`src/rtl/mem_arb_pkg.sv`:
```
// Shared types and requester ids for the memory read arbiter.
package mem_arb_pkg;

    typedef enum logic [1:0] {
        IDLE = 2'd0,
        WAIT = 2'd1,
        RESP = 2'd2
    } state_e;

    typedef logic req_id_t;

    localparam req_id_t REQ_FETCH = 1'b0;
    localparam req_id_t REQ_DATA  = 1'b1;

endpackage

```
`src/rtl/mem_arb_pick.sv`:
```
// Combinational winner selection between the fetch and data requesters.
// MEM_ARB_FETCH_PRIORITY_EN: fetch always wins ties; otherwise round-robin on last_grant.
module mem_arb_pick
    import mem_arb_pkg::*;
(
    input  logic    f_valid,
    input  logic    d_valid,
    input  req_id_t last_grant,
    output logic    grant_valid,
    output req_id_t grant_id
);

`ifdef MEM_ARB_FETCH_PRIORITY_EN
    logic unused_last_grant;
    assign unused_last_grant = last_grant;

    always_comb begin
        grant_valid = f_valid | d_valid;
        grant_id    = f_valid ? REQ_FETCH : REQ_DATA;
    end
`else
    always_comb begin
        grant_valid = f_valid | d_valid;
        grant_id    = REQ_FETCH;
        // On a tie the requester not served last goes first.
        if (f_valid && d_valid) begin
            grant_id = (last_grant == REQ_DATA) ? REQ_FETCH : REQ_DATA;
        end else if (d_valid) begin
            grant_id = REQ_DATA;
        end
    end
`endif

endmodule

```
`src/rtl/mem_read_arbiter.sv`:
```
// Two-requester (fetch/data) arbiter onto one memory read port, one transaction in flight.
// Optional macro MEM_ARB_FETCH_PRIORITY_EN selects fixed fetch priority on ties.
module mem_read_arbiter
    import mem_arb_pkg::*;
#(
    parameter int ADDR_WIDTH  = 64,
    parameter int BUFFER_SIZE = 512
) (
    input  logic                   clk,
    input  logic                   reset,

    input  logic [ADDR_WIDTH-1:0]  F_R_ADDR,
    input  logic                   F_R_ADDR_VALID,
    output logic [BUFFER_SIZE-1:0] F_R_DATA,
    output logic                   F_R_DATA_VALID,

    input  logic [ADDR_WIDTH-1:0]  D_R_ADDR,
    input  logic                   D_R_ADDR_VALID,
    output logic [BUFFER_SIZE-1:0] D_R_DATA,
    output logic                   D_R_DATA_VALID,

    output logic [ADDR_WIDTH-1:0]  M_R_ADDR,
    output logic                   M_R_ADDR_VALID,
    input  logic [BUFFER_SIZE-1:0] M_R_DATA,
    input  logic                   M_R_DATA_VALID,

    output logic                   BUSY
);

    state_e                 state_q, state_d;
    req_id_t                owner_q, owner_d;
    req_id_t                last_grant_q, last_grant_d;
    logic [ADDR_WIDTH-1:0]  m_addr_q, m_addr_d;
    logic                   m_addr_valid_q, m_addr_valid_d;
    logic [BUFFER_SIZE-1:0] f_data_q, f_data_d;
    logic                   f_valid_q, f_valid_d;
    logic [BUFFER_SIZE-1:0] d_data_q, d_data_d;
    logic                   d_valid_q, d_valid_d;

    logic                   grant_valid;
    req_id_t                grant_id;

    mem_arb_pick u_pick (
        .f_valid     (F_R_ADDR_VALID),
        .d_valid     (D_R_ADDR_VALID),
        .last_grant  (last_grant_q),
        .grant_valid (grant_valid),
        .grant_id    (grant_id)
    );

    always_ff @(posedge clk or negedge reset) begin
        if (!reset) begin
            state_q        <= IDLE;
            owner_q        <= REQ_FETCH;
            last_grant_q   <= REQ_DATA;
            m_addr_q       <= '0;
            m_addr_valid_q <= 1'b0;
            f_data_q       <= '0;
            f_valid_q      <= 1'b0;
            d_data_q       <= '0;
            d_valid_q      <= 1'b0;
        end else begin
            state_q        <= state_d;
            owner_q        <= owner_d;
            last_grant_q   <= last_grant_d;
            m_addr_q       <= m_addr_d;
            m_addr_valid_q <= m_addr_valid_d;
            f_data_q       <= f_data_d;
            f_valid_q      <= f_valid_d;
            d_data_q       <= d_data_d;
            d_valid_q      <= d_valid_d;
        end
    end

    always_comb begin
        state_d = state_q;
        case (state_q)
            IDLE:    if (grant_valid) state_d = WAIT;
            WAIT:    if (M_R_DATA_VALID) state_d = RESP;
            RESP:    state_d = IDLE;
            default: state_d = IDLE;
        endcase
    end

    // Response pulses default low, so RESP clears them on its single edge.
    always_comb begin
        owner_d        = owner_q;
        last_grant_d   = last_grant_q;
        m_addr_d       = m_addr_q;
        m_addr_valid_d = m_addr_valid_q;
        f_data_d       = f_data_q;
        f_valid_d      = 1'b0;
        d_data_d       = d_data_q;
        d_valid_d      = 1'b0;
        case (state_q)
            IDLE: begin
                if (grant_valid) begin
                    m_addr_d       = (grant_id == REQ_FETCH) ? F_R_ADDR : D_R_ADDR;
                    m_addr_valid_d = 1'b1;
                    owner_d        = grant_id;
                    last_grant_d   = grant_id;
                end
            end
            WAIT: begin
                if (M_R_DATA_VALID) begin
                    m_addr_d       = '0;
                    m_addr_valid_d = 1'b0;
                    if (owner_q == REQ_FETCH) begin
                        f_data_d  = M_R_DATA;
                        f_valid_d = 1'b1;
                    end else begin
                        d_data_d  = M_R_DATA;
                        d_valid_d = 1'b1;
                    end
                end
            end
            default: ;
        endcase
    end

    always_comb begin
        F_R_DATA       = f_data_q;
        F_R_DATA_VALID = f_valid_q;
        D_R_DATA       = d_data_q;
        D_R_DATA_VALID = d_valid_q;
        M_R_ADDR       = m_addr_q;
        M_R_ADDR_VALID = m_addr_valid_q;
        BUSY           = (state_q != IDLE);
    end

endmodule

```
`config.mk`:
```
export PLATFORM = sky130hd
export DESIGN_NAME = mem_read_arbiter
export DESIGN_NICKNAME = d
export VERILOG_FILES = /design/src/rtl/mem_arb_pkg.sv /design/src/rtl/mem_arb_pick.sv /design/src/rtl/mem_read_arbiter.sv
export SDC_FILE = /design/constraint.sdc
export NUM_CORES = 1
export LEC_CHECK = 0
export ABC_CLOCK_PERIOD_IN_PS = 1900
export CAP_MARGIN = 20
export CORE_AREA = 4 4 669 671
export DETAILED_ROUTE_END_ITERATION = 6
export DIE_AREA = 0 0 673 675
export PLACE_DENSITY = 0.35
export SLEW_MARGIN = 20
export SYNTH_ARGS = -nofsm -noshare
export SYNTH_HDL_FRONTEND = slang
export SYNTH_SLANG_ARGS = --single-unit
```
`constraint.sdc`:
```
create_clock -name clk -period 1.9 [get_ports clk]
set_clock_uncertainty 0.15 [all_clocks]
set_input_delay 0.38 -clock clk [delete_from_list [all_inputs] [get_ports clk]]
set_output_delay 0.38 -clock clk [all_outputs]
set_load 0.05 [all_outputs]
```
Word level (Yosys, flattened, before mapping)
Index checks and enable logic that the tools add are counted.
{"block": "totals", "ff_bits": 1095, "in_bits": 645, "out_inout_bits": 1092, "word_cells": 42}
{"block": "op_classes", "n_eq_ne": 3, "mux": 19, "bitwise": 2, "reduce_logical": 9}
{"op": "64-bit 2-to-1 mux", "count": 3}
{"op": "64-bit one-hot mux with 2 select lines", "count": 1}
{"op": "1-bit 2-to-1 mux", "count": 11}
{"op": "3-bit AND reduction", "count": 3}
{"op": "2-bit 2-to-1 mux", "count": 2}
{"op": "2-bit != test (second input constant)", "count": 2}
{"op": "2-bit one-hot mux with 2 select lines", "count": 1}
{"op": "2-bit AND reduction", "count": 2}
{"op": "2-bit nonzero test", "count": 2}
{"op": "2-bit by 1-bit == test with 1-bit output (second input constant)", "count": 1}
{"op": "2-bit logical NOT", "count": 1}
{"op": "1-bit one-hot mux with 2 select lines", "count": 1}
{"op": "1-bit logical AND", "count": 1}
{"op": "1-bit NOT", "count": 1}
{"op": "1-bit OR", "count": 1}

Depth between registers and ports, before layout
{"block": "logic_depth", "ltp_word": 5, "mapped_depth": 6, "depth_no_buf": 5}

By module
From an unflattened synthesis, not the netlist that was laid out.
{"block": "unflattened", "hier_cells": 2448, "area_unflattened_um2": 41524.8}
{"module": "mem_read_arbiter", "instances": 1, "cells_each": 2446, "area_each_um2": 41511.1, "seq_area_each_um2": 27402.5}
{"module": "mem_arb_pick", "instances": 1, "cells_each": 2, "area_each_um2": 13.8, "seq_area_each_um2": 0.0}

Worst setup path before layout
No wires, ideal clock.
{"block": "synth_path", "kind": "register to register", "startpoint": "register state_q[1]", "endpoint": "register f_data_q[100], in the netlist F_R_DATA[100]", "setup_time_ns": 0.125, "arrival_time_ns": 1.477, "required_ns": 1.625, "slack_ns": 0.148, "stages_incl_launch_ff": 6, "n_path_buf": 2, "synth_period_minus_slack_ns": 1.752, "path_cell_list": "dfrtp_1 -> nand3b_2 -> nor2_4 -> buf_4 -> buf_6 -> mux2_2"}
{"block": "synth_between", "elab_chain_cells": 2}
{"element": "start, declared", "line_no": "mem_read_arbiter.sv:30", "source": "state_e state_q, state_d;"}
{"element": "start signal, assigned", "line_no": "mem_read_arbiter.sv:63", "source": "state_q <= state_d;"}
{"element": "2-bit by 1-bit == test with 1-bit output", "line_no": "mem_read_arbiter.sv:95", "source": "case (state_q)"}
{"element": "3-bit AND reduction (no line)"}
{"element": "end signal, assigned", "line_no": "mem_read_arbiter.sv:68", "source": "f_data_q <= f_data_d;"}
{"element": "end, declared", "line_no": "mem_read_arbiter.sv:35", "source": "logic [BUFFER_SIZE-1:0] f_data_q, f_data_d;"}
No other way between the ends.
A chain may end at the register's enable or synchronous reset.

Worst setup path after layout
{"block": "layout_path", "startpoint": "register state_q[0]", "endpoint": "register f_data_q[451], in the netlist F_R_DATA[451]"}
Same word-level chain as after synthesis.

==> metrics.md <==
| Metric | Value |
|---|---|
| Outcome | finished, violations left |
| Failing checks | setup timing |
| RSZ-0062 raised after global routing | true |
| Die Wd | 673 um |
| Worst Hold End | D_R_DATA[467]$_DFFE_PN0P_ |
| Worst reg2reg startpoint | state_q[0]$_DFFE_PN0P_ |
| Final setup viols | 2007 |
| Top cell family by delay on the critical path | buffers and inverters |
| Total gr overflow | 0 |
| Leak pwr | 31.81 nW |
| Arr. time, crit path | 2.86 ns |
| Vias in the first global route | 34290 |
| Drt drc | 0 |
| Crit path launch type | register |
| Root Buffer | clkbuf_16 |
| Pwr dens | 2252 mW/mm^2 |
| Worst Setup Path Type | reg2reg |
| Final Critical Period | 2.304 ns |
| Post-DP HPWL | between 200000 and 300000 um |
| Post-Syn Area | just over 0.04 mm^2 |
| Worst vdd rail ir drop | 1239 uV |
| CTS tree | yes |
| Fmax | around 0.43 GHz |
| Initial antenna violation count | 291 |
| Register bit count reported by yosys | 1095 |
| Post-Place Cells | between 10000 and 15000 |
| Relative slew slack | 0.6074 |
| Slew Viols, Final | 0 |
| Cell mode on critical path | buf_12 |
| Cell variety after synth | 27 |
| Worst r2r dst | F_R_DATA[451]$_DFFE_PN0P_ |
| DR iter-0 viols | 1383 |
| Worst min-delay path class | in2reg |
| Routed length per placed instance | 29.38 um |
| RD Place Congestion | 0.9415 |
| Syn Inst Count | 2399 |
| Clk sinks | 1095 |
| CP max FO | 7 |
| Worst skew pair latency | around 0.81 ns |
| Syn avg cell area | 17.29 um^2 |
| Total Die Area | roughly 0.45 mm^2 |
| Synthesis-to-finish area growth | 82.10% |
| CP cell instances | buf_4, nand3b_4, nor2_4, buf_12, buf_16, buf_16, buf_6, buf_12, buf_12, buf_12, mux2_4 |
| Router iterations before antenna repair | 5 |
| Initial Utilization | 0.09405 |
| Reg2Reg Setup Slack | -0.40 ns |
| Final period utilization | 1.212 |
| Area after detailed placement | between 0.06 and 0.07 mm^2 |
| First-pass GRT wire length | 392200 um |
| CP required | around 2.5 ns |
| Antenna-violating nets left | 0 |
| PortBufs | 1736 |
| Max clock buf depth | 4 |
| Post-route worst setup slack | -0.4037 ns |
| Depth of the CTS H-tree | 4 |
| Finished Core Util | 0.1713 |
| Largest net degree at the start of global routing | 62 |
| Cell Count, Final, Fillers Out | 10830 |
| Crit. End Element | register |
| Core Area | roughly 0.44 mm^2 |
| Share of cells above drive strength 1 | 0.5028 |
| Syn Nets | just over 3000 |
| Worst path bufs/invs | 8 |
| Post-synthesis sequential area ratio | 0.6605 |
| CP max stage delay | between 0.3 and 0.4 ns |
| MaxCap Viol Count | 0 |
| Nets | 5330 |
| Highest-delay cell along the critical path | dfrtp_1 |
| Worst Tran Pin Value | 0.5871 ns |
| Final wirelength | between 300000 and 400000 um |
| Die Y | 675 um |
| Vias per cell | 3.000 |
| Min-delay src | M_R_DATA[467] |
| Final hold vios | 0 |
| Row count | 244 |
| Final standard cell area without fillers | 0.07555 mm^2 |
| I/O pins | 1737 |
| R2R depth | 11 |
| CTS buffer count | 150 |
| Via count | 32500 |
| Synth warn | 0 |
| Hold Path Depth | 2 |
| Overall Global Routing Usage | 0.1319 |
| CTS clk-pin slew, worst paths | 0.06 ns |
==> cell usage in the layout (no fill, tap or decap), types with 27 or more instances in the layout <==
cell,n
buf_12,151
buf_16,27
buf_4,1119
clkbuf_1,38
clkbuf_16,173
clkbuf_8,27
clkdlybuf4s50_1,643
dfrtp_1,1081
diode_2,132
dlygate4sd3_1,276
mux2_1,208
mux2_2,724
mux2_4,92
mux2i_1,64
o2bb2ai_1,64
==> how the worst max path moves through the flow <==
stage	from	endpoint	slack, ns	cells after the start
after global placement	M_R_DATA_VALID	F_R_DATA[502]$_DFFE_PN0P_	-1.03	6
after global routing	state_q[0]$_DFFE_PN0P_	F_R_DATA[451]$_DFFE_PN0P_	-0.42	11
final	state_q[0]$_DFFE_PN0P_	F_R_DATA[451]$_DFFE_PN0P_	-0.40	11
after floorplan	state_q[1]$_DFFE_PN0P_	F_R_DATA[100]$_DFFE_PN0P_	0.15	5
after CTS	state_q[1]$_DFFE_PN0P_	F_R_DATA[17]$_DFFE_PN0P_	-0.41	8
after detailed placement	M_R_DATA_VALID	F_R_DATA[508]$_DFFE_PN0P_	-1.03	6
==> flip-flops by register name (all words and copies together) (netlist names) <==
name            flops
M_R_ADDR           64
D_R_DATA_VALID      1
state_q             2
F_R_DATA_VALID      1
owner_q             1
M_R_ADDR_VALID      1
D_R_DATA          512
last_grant_q        1
F_R_DATA          512
==> repair_timing <==
action	4_1_cts	5_1_grt
resized for setup	164	42
hold endpoints to repair	1581	0
hold buffers	276	0
cloned	14	25
pin swaps	1	2
endpoints found under the setup margin	2041	2150
buffers inserted	23	24
==> where the power goes <==
group / switching (mW) / internal (mW)
Clock: 11.6 / 17.1
Sequential: 8.53 / 35.4
Combinational: 64.5 / 33.0
==> cell usage after synthesis <==
cell	n	area [um^2]
nor2_1	1	3.750
inv_2	1	3.750
a211o_1	1	8.760
clkbuf_1	3	11.26
a21oi_1	1	5.000
mux2_1	208	2342
buf_2	13	65.06
mux2_2	816	9189
a21boi_1	1	7.510
o2bb2ai_1	64	560.5
mux2i_1	64	640.6
nand2_4	1	11.26
buf_1	8	30.03
buf_6	83	934.7
nand2b_1	1	6.260
dfrtp_1	1094	27380
o21ai_0	1	5.000
inv_1	3	11.26
dfstp_2	1	26.28
nand3b_2	1	11.26
buf_4	26	195.2
nor3_1	1	5.000
a22o_1	1	8.760
o21ai_1	1	5.000
a31oi_1	1	6.260
nor2_4	1	11.26
nand2_1	2	7.510
==> area by class of cell <==
type                       instances  area, um^2
antenna                          132       330.3
clock buffer                     218        4343
clock inverter                    44       556.8
fill                           48460      365600
inverter                           4       17.52
multi-input combinational       1167       13230
sequential                      1095       27420
tap                             5904        7387
timing repair buffer            2267       22270
==> stage by stage <==
stage          setup TNS, ns  power, mW  hold WS (ns)  setup slack (ns)
2_1_floorplan              0      98.22      -0.06559            0.1479
3_3_place_gp         -837.29      138.2        0.2395            -1.029
3_5_place_dp         -854.35      138.7        0.2404            -1.032
4_1_cts              -423.96      171.7     0.0004334           -0.4056
5_1_grt              -479.39      176.3       0.03577           -0.4247
6_report             -278.91      170.1        0.1130           -0.4037
==> cells by family (layout without fill, tap and decap cells) <==
group                  Yosys count  count (layout)  synth area share
DFF                           1095            1095            0.6605
muxes                         1088            1088            0.2934
buffers and inverters          137            2533           0.03016
AOI/OAI and AO/OA               71              71           0.01463
and+or+nand+nor                  8               8          0.001357
other                            0             132                 0
==> metal layers <==
| metal | GRT usage | part of all wire | vias to the layer above | wire length, um |
|---|---|---|---|---|
| met5 | 0 | 0.0026 | - | 842 |
| met4 | 0.04239 | 0.036 | 128 | 11590 |
| met3 | 0.05359 | 0.085 | 647 | 27130 |
| met2 | 0.2291 | 0.49 | 1512 | 157100 |
| met1 | 0.1457 | 0.38 | 16830 | 121500 |
| li1 | - | - | 13380 | - |
(Power assumes the default switching activity.)
